[src/rtl/bin2bcd_seq_pkg.sv]
// Shared definitions for the sequential binary-to-BCD converter:
// FSM encodings and the double-dabble adjust constants.
package bin2bcd_seq_pkg;

  typedef enum logic [1:0] {
    IDLE  = 2'd0,
    SHIFT = 2'd1,
    LOAD  = 2'd2
  } state_t;

  localparam int         BCD_DIGITS     = 4;
  localparam logic [3:0] BCD_ADJ_THRESH = 4'd5;
  localparam logic [3:0] BCD_ADJ_ADD    = 4'd3;

endpackage

[src/rtl/bcd_digit_adjust.sv]
// Double-dabble nibble correction: any digit of 5 or more gets +3 so that
// the following left shift carries correctly into the next decimal digit.
module bcd_digit_adjust
  import bin2bcd_seq_pkg::*;
(
  input  logic [3:0] nibble,
  output logic [3:0] adjusted
);

  assign adjusted = (nibble >= BCD_ADJ_THRESH) ? nibble + BCD_ADJ_ADD : nibble;

endmodule

[src/rtl/bin2bcd_seq.sv]
// Sequential binary-to-BCD converter, one binary bit per clock.
// start is taken in IDLE, WIDTH shift cycles follow, and the result is
// published to the digit registers with a one-cycle done pulse.
module bin2bcd_seq
  import bin2bcd_seq_pkg::*;
#(
  parameter int WIDTH = 8
) (
  input  logic             clk,
  input  logic             reset,
  input  logic             start,
  input  logic [WIDTH-1:0] bin,
  output logic             busy,
  output logic             done,
  output logic [3:0]       digit1,
  output logic [3:0]       digit2,
  output logic [3:0]       digit3,
  output logic [3:0]       digit4
);

  // Four BCD digits cover at most 9999, so wider inputs cannot be represented.
  if (WIDTH < 1 || WIDTH > 13) begin : g_width_check
    $error("bin2bcd_seq: WIDTH must be in 1..13");
  end

  localparam int             CW   = $clog2(WIDTH + 1);
  localparam logic [CW-1:0]  LAST = CW'(WIDTH - 1);

  state_t                  state;
  logic [WIDTH-1:0]        shreg;
  logic [CW-1:0]           cnt;
  logic [4*BCD_DIGITS-1:0] bcd;
  logic [4*BCD_DIGITS-1:0] adj;

  // The top adjusted bit shifts out of the scratch; with inputs below 10000
  // it is always zero, so it is intentionally dropped.
  logic adj_msb_unused;
  assign adj_msb_unused = adj[4*BCD_DIGITS-1];

  for (genvar g = 0; g < BCD_DIGITS; g++) begin : g_adj
    bcd_digit_adjust u_adj (
      .nibble  (bcd[4*g +: 4]),
      .adjusted(adj[4*g +: 4])
    );
  end

  // Control FSM, scratch shift registers and registered outputs.
  always_ff @(posedge clk or posedge reset) begin
    if (reset) begin
      state  <= IDLE;
      busy   <= 1'b0;
      done   <= 1'b0;
      shreg  <= '0;
      cnt    <= '0;
      bcd    <= '0;
      digit1 <= 4'd0;
      digit2 <= 4'd0;
      digit3 <= 4'd0;
      digit4 <= 4'd0;
    end else begin
      done <= 1'b0;
      case (state)
        IDLE: begin
          if (start) begin
            shreg <= bin;
            bcd   <= '0;
            cnt   <= '0;
            busy  <= 1'b1;
            state <= SHIFT;
          end
        end
        SHIFT: begin
          // Adjust first, then shift the next binary bit into the BCD scratch.
          bcd   <= {adj[4*BCD_DIGITS-2:0], shreg[WIDTH-1]};
          shreg <= shreg << 1;
          cnt   <= cnt + 1'b1;
          if (cnt == LAST) state <= LOAD;
        end
        LOAD: begin
          digit1 <= bcd[3:0];
          digit2 <= bcd[7:4];
          digit3 <= bcd[11:8];
          digit4 <= bcd[15:12];
          done   <= 1'b1;
          busy   <= 1'b0;
          state  <= IDLE;
        end
        default: begin
          busy  <= 1'b0;
          state <= IDLE;
        end
      endcase
    end
  end

endmodule
[config.mk]
export PLATFORM = sky130hd
export DESIGN_NAME = bin2bcd_seq
export DESIGN_NICKNAME = d
export VERILOG_FILES = /design/src/rtl/bin2bcd_seq_pkg.sv /design/src/rtl/bcd_digit_adjust.sv /design/src/rtl/bin2bcd_seq.sv
export SDC_FILE = /design/constraint.sdc
export NUM_CORES = 1
export LEC_CHECK = 0
export BUFFER_PORTS_ARGS = -buffer_cell sky130_fd_sc_hd__buf_2
export CELL_PAD_IN_SITES_DETAIL_PLACEMENT = 2
export CELL_PAD_IN_SITES_GLOBAL_PLACEMENT = 2
export CORE_MARGIN = 2
export CORE_UTILIZATION = 34
export DETAILED_ROUTE_END_ITERATION = 8
export MAX_ROUTING_LAYER = met4
export PLACE_DENSITY = 0.74
export SLEW_MARGIN = 30
export SYNTH_ARGS = -nofsm -noshare
export SYNTH_HDL_FRONTEND = slang
export SYNTH_SLANG_ARGS = --single-unit
export TNS_END_PERCENT = 100
[constraint.sdc]
create_clock -name clk -period 1.4 [get_ports clk]
set_clock_uncertainty 0.15 [all_clocks]
set_input_delay 0.21 -clock clk [delete_from_list [all_inputs] [get_ports clk]]
set_output_delay 0.21 -clock clk [all_outputs]
set_load 0.005 [all_outputs]
==> results of run 1 <==
[where the power goes]
part	internal, mW	switching, mW	total (mW)
clock network	0.586	0.559	1.14
logic	3.03	2.87	5.90
registers	1.96	0.594	2.55
[repair_timing]
item	4_1_cts	5_1_grt
setup buffers	15	10
hold buffers	1	0
gates cloned	2	2
resized for setup	58	48
endpoints found under the setup margin	43	46
hold endpoints to repair	48	0
pin swaps	20	19
[critical path, stage by stage (launching register included)]
cell	delay (ns)
sky130_fd_sc_hd__dfrtp_2	0.46
sky130_fd_sc_hd__buf_6	0.13
sky130_fd_sc_hd__nor2b_4	0.22
sky130_fd_sc_hd__clkbuf_16	0.21
sky130_fd_sc_hd__mux2_4	0.31
[registers in the layout, summed over array words and instances (netlist names)]
register	count
cnt	4
digit4	4
done	1
state	2
bcd	16
digit2	4
shreg	8
digit3	4
digit1	4
busy	1
[synth_stat cells (all sizes together)]
library cell	n	area (µm²)
a22oi	2	15.0
o2111ai	8	70.1
and3	1	6.26
a31oi	6	37.5
or2b	3	22.5
buf	10	96.4
nor2	6	22.5
o31ai	4	30.0
nand2b	2	20.0
nor2b	11	83.8
nor3	1	5.00
o32ai	3	26.3
nand3	1	5.00
inv	18	67.6
o21bai	1	7.51
dfrtp	48	1200
a22o	1	8.76
o21a	5	37.5
o221ai	4	35.0
mux2	16	214
a21o	2	15.0
o211ai	4	30.0
o21ba	1	10.0
nand2	21	78.8
a32o	4	40.0
xnor2	3	26.3
o21ai	8	40.0
ha	9	113
a21oi	6	30.0
[placed cells by master, fill, tap and decap left out, drive strengths merged]
| cell type | n |
|---|---|
| buf | 88 |
| dfrtp | 48 |
| nand2 | 21 |
| inv | 17 |
| mux2 | 16 |
| nor2b | 11 |
| ha | 9 |
| clkbuf | 8 |
| o2111ai | 8 |
| o21ai | 8 |
| a21oi | 6 |
| nor2 | 6 |
| a31oi | 6 |
| o21a | 5 |
| a32o | 4 |
| o221ai | 4 |
| o211ai | 4 |
| o31ai | 4 |
| or2b | 3 |
| xnor2 | 3 |
| o32ai | 3 |
| nand2b | 3 |
| a21o | 2 |
| a22oi | 2 |
| o21bai | 1 |
| o21ba | 1 |
| nand3 | 1 |
| nor3 | 1 |
| and3 | 1 |
| clkinvlp | 1 |
| a22o | 1 |
| clkinv | 1 |
| bufinv | 1 |
| dlygate4sd3 | 1 |
[routing by layer]
metal / GRT usage (%) / wire length, µm / part of all wire (%) / vias to the layer above
met5: - / 0 / 0 / -
met4: 10.2 / 321 / 3.1 / 0
met3: 2.36 / 349 / 3.4 / 24
met2: 40.1 / 5290 / 52 / 54
met1: 28.8 / 4250 / 42 / 1108
li1: - / - / - / 933
[kinds of logic (layout without fill, tap and decap cells)]
family	Yosys count	count (layout)
AOI/OAI and AO/OA	59	59
xor gates and xnor gates	3	3
adders and majority gates	9	9
buffers and inverters	28	117
DFF	48	48
muxes	16	16
and+or+nand+nor	46	47
[area by class of cell]
cell class	count	area, µm²
repair buffers	91	790
flip-flops and latches	48	1200
clock buffers	6	82.6
fillers	641	3040
clock inverters	2	38.8
inverters	18	71.3
multi-input cells	134	1450
well taps	96	120
[through the flow]
stage,setup WS [ns],cells,TNS (ns)
after global routing,-0.232,395,-6.42
after floorplan,-0.0242,209,-0.218
after CTS,-0.153,384,-2.03
after global placement,-0.188,358,-1.40
final,-0.196,395,-4.71
after detailed placement,-0.221,358,-3.16
[worst max path at each step]
stage,startpoint,end,slack [ns],cells past startpoint
after detailed placement,bcd[0],bcd[4],-0.22,5
after global placement,bcd[0],bcd[4],-0.19,5
after floorplan,state[1],digit1[1],-0.02,5
final,state[0],digit1[3],-0.20,4
after CTS,bcd[0],bcd[4],-0.15,5
after global routing,bcd[12],bcd[15],-0.23,5
==> impl_table.tex, run 1 <==
\begin{tabular}{lr}
\hline
Metric & Value \\
\hline
\multicolumn{2}{l}{\textbf{Outcome}} \\
\quad Run status & complete, but fails checks \\
\quad Violated checks & hold timing, setup timing \\
\multicolumn{2}{l}{\textbf{Final layout}} \\
\quad Nets & approximately 320 \\
\quad Final standard cell area without fillers & approximately 0.0038 mm² \\
\quad Final antenna diode count & 0 \\
\quad End-of-flow core utilization & between 50\% and 60\% \\
\quad Fraction of layout cells with a size suffix above 1 & between 50\% and 60\% \\
\quad Area delta synth->final & 56.8\% \\
\multicolumn{2}{l}{\textbf{Synthesis}} \\
\quad Mux cell area share after synthesis & about 9\% \\
\quad Post-synth design cell area & between 0.002 and 0.0025 mm² \\
\quad Gate Count Post-Synth & about 210 \\
\quad Post-synthesis compound-gate area fraction & around 18\% \\
\quad Fraction of synthesized cell area in xor and xnor cells & 1.10\% \\
\quad Yosys warnings & 0 \\
\quad Fraction of the mapped netlist area in adder cells & 4.70\% \\
\quad Dominant combinational cell family by area after synthesis & compound AO/OA/AOI/OAI gates \\
\quad Post-Syn Area per Cell & approximately 11 µm² \\
\quad Net count after synthesis & roughly 230 \\
\quad Distinct cell type count after synthesis & 34 \\
\quad Simple-gate share of the synthesized area & just over 10\% \\
\quad \#FFs+latches synth & 48 \\
\quad Part of the Yosys area used for sequential elements & approximately 50\% \\
\multicolumn{2}{l}{\textbf{Clock tree}} \\
\quad Clock latency on the worst-skew pair & about 0.33 ns \\
\quad CTS Buf Count & 5 \\
\quad Max Root-Sink Buffers & 2 \\
\quad CTS H-Tree Depth & 2 \\
\quad TritonCTS clock tree & built \\
\quad Clock transition at the registers of the reported paths & about 0.1 ns \\
\quad Root Buffer & sky130\_fd\_sc\_hd\_\_clkbuf\_8 \\
\quad Sink Count & 48 \\
\multicolumn{2}{l}{\textbf{Timing}} \\
\quad Hold Vio Cnt, Final & 3 \\
\quad Final setup vio count & 41 \\
\quad Min Hold Slack & -0.00901 ns \\
\quad Final setup margin & -0.196 ns \\
\quad Clock period minus final worst setup slack & roughly 1.6 ns \\
\quad RSZ-0062 raised after global routing & true \\
\quad Relative slew slack & about 80\% \\
\quad Least-Margin Pin Slew & between 0.3 and 0.4 ns \\
\quad Tcrit/Tclk final & 114\% \\
\quad Max frequency & 627 MHz \\
\quad Final Slew Violations & 0 \\
\multicolumn{2}{l}{\textbf{Run}} \\
\quad Max Cap Viol & 0 \\
\multicolumn{2}{l}{\textbf{Global routing}} \\
\quad Initial antenna violation count & 0 \\
\quad Overall global routing resource usage & between 20\% and 30\% \\
\quad Global route total overflow & 0 \\
\quad Vias in the first global route & around 2.3k \\
\quad Global-route wire length before repair & 13100 µm \\
\quad Maximum number of pins on one net before global-route repair & just under 50 \\
\multicolumn{2}{l}{\textbf{Critical path}} \\
\quad Category of the critical setup timing path & reg2reg \\
\quad Worst Reg-to-Reg Cells & 4 \\
\quad Arrival time of data at the critical path endpoint & 1.66 ns \\
\quad Maximum fanout count along the critical path & 6 \\
\quad Worst path required time & between 1 and 1.5 ns \\
\quad CP endpoint kind & register \\
\quad Critical Path Source Type & register \\
\quad Startpoint of the worst register-to-register path & state[0] \\
\quad Critical R2R Capture & digit1[3] \\
\quad R2R Setup Slk & -0.20 ns \\
\multicolumn{2}{l}{\textbf{Floorplan}} \\
\quad Count of standard-cell rows & 30 \\
\quad Core Region & roughly 0.0068 mm² \\
\quad Y dimension of the die & 87.9 µm \\
\quad Die ar. & $\sim$0.0077 mm² \\
\quad Starting density of the core & approximately a third \\
\quad Die Wd & about 90 µm \\
\quad Ports placed on the boundary & 29 \\
\multicolumn{2}{l}{\textbf{Min path}} \\
\quad Hold Path Stages & 3 \\
\quad Start point of the worst min-delay path & bin[6] \\
\quad Hold Path End & shreg[6] \\
\quad Class of the worst hold path & in2reg \\
\multicolumn{2}{l}{\textbf{Routing}} \\
\quad Avg WL per Cell & $\sim$26 µm \\
\quad Drt drc & 0 \\
\quad Average via count per standard cell & roughly 5.4 \\
\quad Vias & 2119 \\
\quad Routed wire length & between 10000 and 15000 µm \\
\quad Routed Antenna Nets & 0 \\
\quad Number of violations reported at the end of detailed-routing iteration 0 & 64 \\
\quad Number of optimization iterations in the first detailed-route pass & 4 \\
\multicolumn{2}{l}{\textbf{Placement}} \\
\quad HPWL after DPL & 4320 µm \\
\quad Placement Cell Area & 0.00289 mm² \\
\quad Final Wtd Congestion & 0.862 \\
\quad Buffers added on ports & 28 \\
\multicolumn{2}{l}{\textbf{Power and ir drop}} \\
\quad Worst VDD drop & roughly 1.1 mV \\
\quad Power Total & around 9.6 mW \\
\quad Pwr dens & 2560 mW/mm² \\
\quad Leak & about 1.7 nW \\
\hline
\end{tabular}
Note: power is estimated with default switching activity, not from simulation.
==> inputs of run 2 (changes only) <==
CORE_ASPECT_RATIO = 1.5   (was default)
==> run 2 against run 1 <==
Compared with the run above:
- the flow finishes with violations (setup timing)
- count of clock-buffer cells in the layout down 1
- fmax grew 5.3%
- sequential power is 4% lower
- flip-flop and latch count unchanged
- total power fell by 19%
- critical path depth up 1
- combinational power shrank 24%
- clock power fell by 25%
- register-to-register slack better by 0.08 ns
==> impl_table.tex, run 2 (synthesis results as in run 1) <==
\begin{tabular}{lr}
\hline
Metric & Value \\
\hline
\multicolumn{2}{l}{\textbf{Timing}} \\
\quad Least-Margin Pin Slew & 0.416 ns (+0.0906 ns) \\
\quad RSZ-0062 raised after global routing & true \\
\quad Relative slew slack & 72.2\% (-6.1 points) \\
\quad Clock period minus final worst setup slack & 1.52 ns (-0.0799 ns) \\
\quad Final Slew Violations & 0 (unchanged) \\
\quad Final setup margin & -0.116 ns (+0.0799 ns) \\
\quad Min Hold Slack & 0.0238 ns (+0.0329 ns) \\
\quad Max frequency & 660 MHz (+5.3\%) \\
\quad Tcrit/Tclk final & 108\% (-5.7 points) \\
\quad Final setup vio count & 32 (-22\%) \\
\quad Hold Vio Cnt, Final & 0 (-3) \\
\multicolumn{2}{l}{\textbf{Critical path}} \\
\quad Cell with the largest stage delay on the worst path & sky130\_fd\_sc\_hd\_\_dfrtp\_2 \\
\quad R2R Setup Slk & -0.12 ns (+0.08 ns) \\
\quad Worst Reg-to-Reg Cells & 5 (+1) \\
\quad Worst path required time & 1.48 ns (about the same) \\
\quad Maximum fanout count along the critical path & 10 (+4) \\
\quad Ordered list of cells on the worst path & buf\_6 > nor2b\_4 > buf\_12 > or2b\_1 > o211ai\_1 \\
\quad Critical path's largest stage delay & 0.46 ns (about the same) \\
\quad CP endpoint kind & register \\
\quad Critical Path Source Type & register \\
\quad Arrival time of data at the critical path endpoint & 1.60 ns (-0.06 ns) \\
\quad Category of the critical setup timing path & reg2reg \\
\multicolumn{2}{l}{\textbf{Min path}} \\
\quad Hold Path Stages & 3 (unchanged) \\
\quad Class of the worst hold path & in2reg \\
\multicolumn{2}{l}{\textbf{Clock tree}} \\
\quad CTS H-Tree Depth & 2 (unchanged) \\
\quad Root Buffer & sky130\_fd\_sc\_hd\_\_clkbuf\_8 \\
\quad Clock latency on the worst-skew pair & 0.32 ns (about the same) \\
\quad CTS Buf Count & 5 (unchanged) \\
\quad Sink Count & 48 (unchanged) \\
\quad Clock transition at the registers of the reported paths & 0.10 ns (about the same) \\
\quad TritonCTS clock tree & built \\
\quad Max Root-Sink Buffers & 2 (unchanged) \\
\multicolumn{2}{l}{\textbf{Global routing}} \\
\quad Global-route wire length before repair & 11100 µm (-15\%) \\
\quad Overall global routing resource usage & 19.3\% (-4.5 points) \\
\quad Global route total overflow & 0 (unchanged) \\
\quad Initial antenna violation count & 0 (unchanged) \\
\quad Maximum number of pins on one net before global-route repair & 20 (-59\%) \\
\quad Vias in the first global route & 2171 (-4.3\%) \\
\multicolumn{2}{l}{\textbf{Power and ir drop}} \\
\quad Worst VDD drop & 0.738 mV (-35\%) \\
\quad Pwr dens & 2300 mW/mm² (-9.9\%) \\
\quad Power Total & 7.77 mW (-19\%) \\
\quad Leak & 1.60 nW (-7.6\%) \\
\multicolumn{2}{l}{\textbf{Final layout}} \\
\quad Register with the most flip-flops & bcd \\
\quad Nets & 306 (-3.8\%) \\
\quad Area delta synth->final & 40.8\% \\
\quad Final antenna diode count & 0 (unchanged) \\
\quad Max reg flops & 16 (unchanged) \\
\quad Leading registers by flop count & bcd x16, shreg x8 \\
\quad End-of-flow core utilization & 49.2\% (-6.1 points) \\
\quad Most frequent cells in the layout & 46 x sky130\_fd\_sc\_hd\_\_dfrtp\_1, 40 x sky130\_fd\_sc\_hd\_\_buf\_4, 28 x sky130\_fd\_sc\_hd\_\_buf\_2 \\
\quad Fraction of layout cells with a size suffix above 1 & 51.6\% (-8.3 points) \\
\quad Most common cell after layout, fill and taps aside & sky130\_fd\_sc\_hd\_\_dfrtp\_1 \\
\multicolumn{2}{l}{\textbf{Floorplan}} \\
\quad Die Wd & 72.5 µm (-18\%) \\
\quad Count of standard-cell rows & 37 (+23\%) \\
\quad Die ar. & 0.00774 mm² (+0.18\%) \\
\quad Ports placed on the boundary & 29 (unchanged) \\
\quad Starting density of the core & 35.0\% (-0.30 points) \\
\quad Y dimension of the die & 107 µm (+21\%) \\
\quad Core Region & 0.00685 mm² (+0.85\%) \\
\multicolumn{2}{l}{\textbf{Routing}} \\
\quad Routed wire length & 7230 µm (-29\%) \\
\quad Drt drc & 0 (unchanged) \\
\quad Average via count per standard cell & 5.33 (-0.67\%) \\
\quad Number of violations reported at the end of detailed-routing iteration 0 & 59 (-7.8\%) \\
\quad Routed Antenna Nets & 0 (unchanged) \\
\quad Vias & 1945 (-8.2\%) \\
\quad Avg WL per Cell & 19.8 µm (-23\%) \\
\quad Number of optimization iterations in the first detailed-route pass & 4 (unchanged) \\
\multicolumn{2}{l}{\textbf{Run}} \\
\quad Max Cap Viol & 0 (unchanged) \\
\multicolumn{2}{l}{\textbf{Outcome}} \\
\quad Run status & complete, but fails checks \\
\quad Violated checks & setup timing \\
\multicolumn{2}{l}{\textbf{Placement}} \\
\quad Buffers added on ports & 28 (unchanged) \\
\quad Final Wtd Congestion & 0.741 (-14\%) \\
\quad HPWL after DPL & 4540 µm (+5.1\%) \\
\hline
\end{tabular}
==> run 2: changes by cell type in the layout (fill, tap and decap cells not counted), moves of 3 or more <==
cell	delta
sky130_fd_sc_hd__nand2_4	-3
sky130_fd_sc_hd__dlygate4sd3_1	+4
sky130_fd_sc_hd__o2111ai_1	+3
sky130_fd_sc_hd__buf_6	-11
sky130_fd_sc_hd__nand2_2	-4
sky130_fd_sc_hd__nand2_1	+7
==> run 2: final cells by class <==
cell class	count	area [µm²]
inverters	18	71.3
multi-input cells	133	1300
clock inverters	3	18.8
well taps	78	97.6
repair buffers	80	608
clock buffers	5	68.8
fillers	689	3480
flip-flops and latches	48	1200
==> run 2: power by group <==
| part | switching [mW] | internal, mW |
|---|---|---|
| Combinational | 2.12 | 2.35 |
| Sequential | 0.483 | 1.96 |
| Clock | 0.505 | 0.349 |
==> run 2: metal layers <==
metal  vias up  routed length (µm)  share of wire, %  global-route usage, %
li1        901                   -                 -                      -
met1      1009                3050                42                   22.3
met2        27                3940                54                   33.1
met3         8                 139               1.9                   3.10
met4         0                 110               1.5                   7.14
met5         -                   0                 0                      -
==> run 2: what timing repair did <==
action / CTS / global route
buffers inserted: 8 / 5
hold buffers: 5 / 0
endpoints found under the setup margin: 44 / 43
gates resized for setup: 28 / 34
endpoints found under the hold margin: 18 / 0
pin swaps: 9 / 12
==> run 2: final timing paths <==
check                          from        end
max                        state[1]     bcd[6]
min                          bin[7]   shreg[7]
max reg2reg                state[1]     bcd[6]
min reg2reg                  cnt[2]     cnt[2]
max in group asynchronous     reset   shreg[6]
min in group asynchronous     reset  digit3[1]
==> run 2: stage by stage <==
| step | area, µm² | worst slack [ns] | instances | TNS, ns |
|---|---|---|---|---|
| after floorplan | 2420 | -0.0242 | 209 | -0.218 |
| after global placement | 2860 | -0.148 | 339 | -1.79 |
| after detailed placement | 2860 | -0.216 | 339 | -4.06 |
| after CTS | 3200 | -0.116 | 360 | -1.83 |
| after global routing | 3370 | -0.167 | 365 | -2.80 |
| final | 3370 | -0.116 | 365 | -1.01 |
==> run 2: worst max-delay path, delay by kind of cell, from the launching register on <==
family | cells | cell delay (ns)
AO/OA/AOI/OAI | 1 | 0.19
buffers and inverters | 2 | 0.28
flip-flops | 1 | 0.46
AND/OR/NAND/NOR | 2 | 0.36
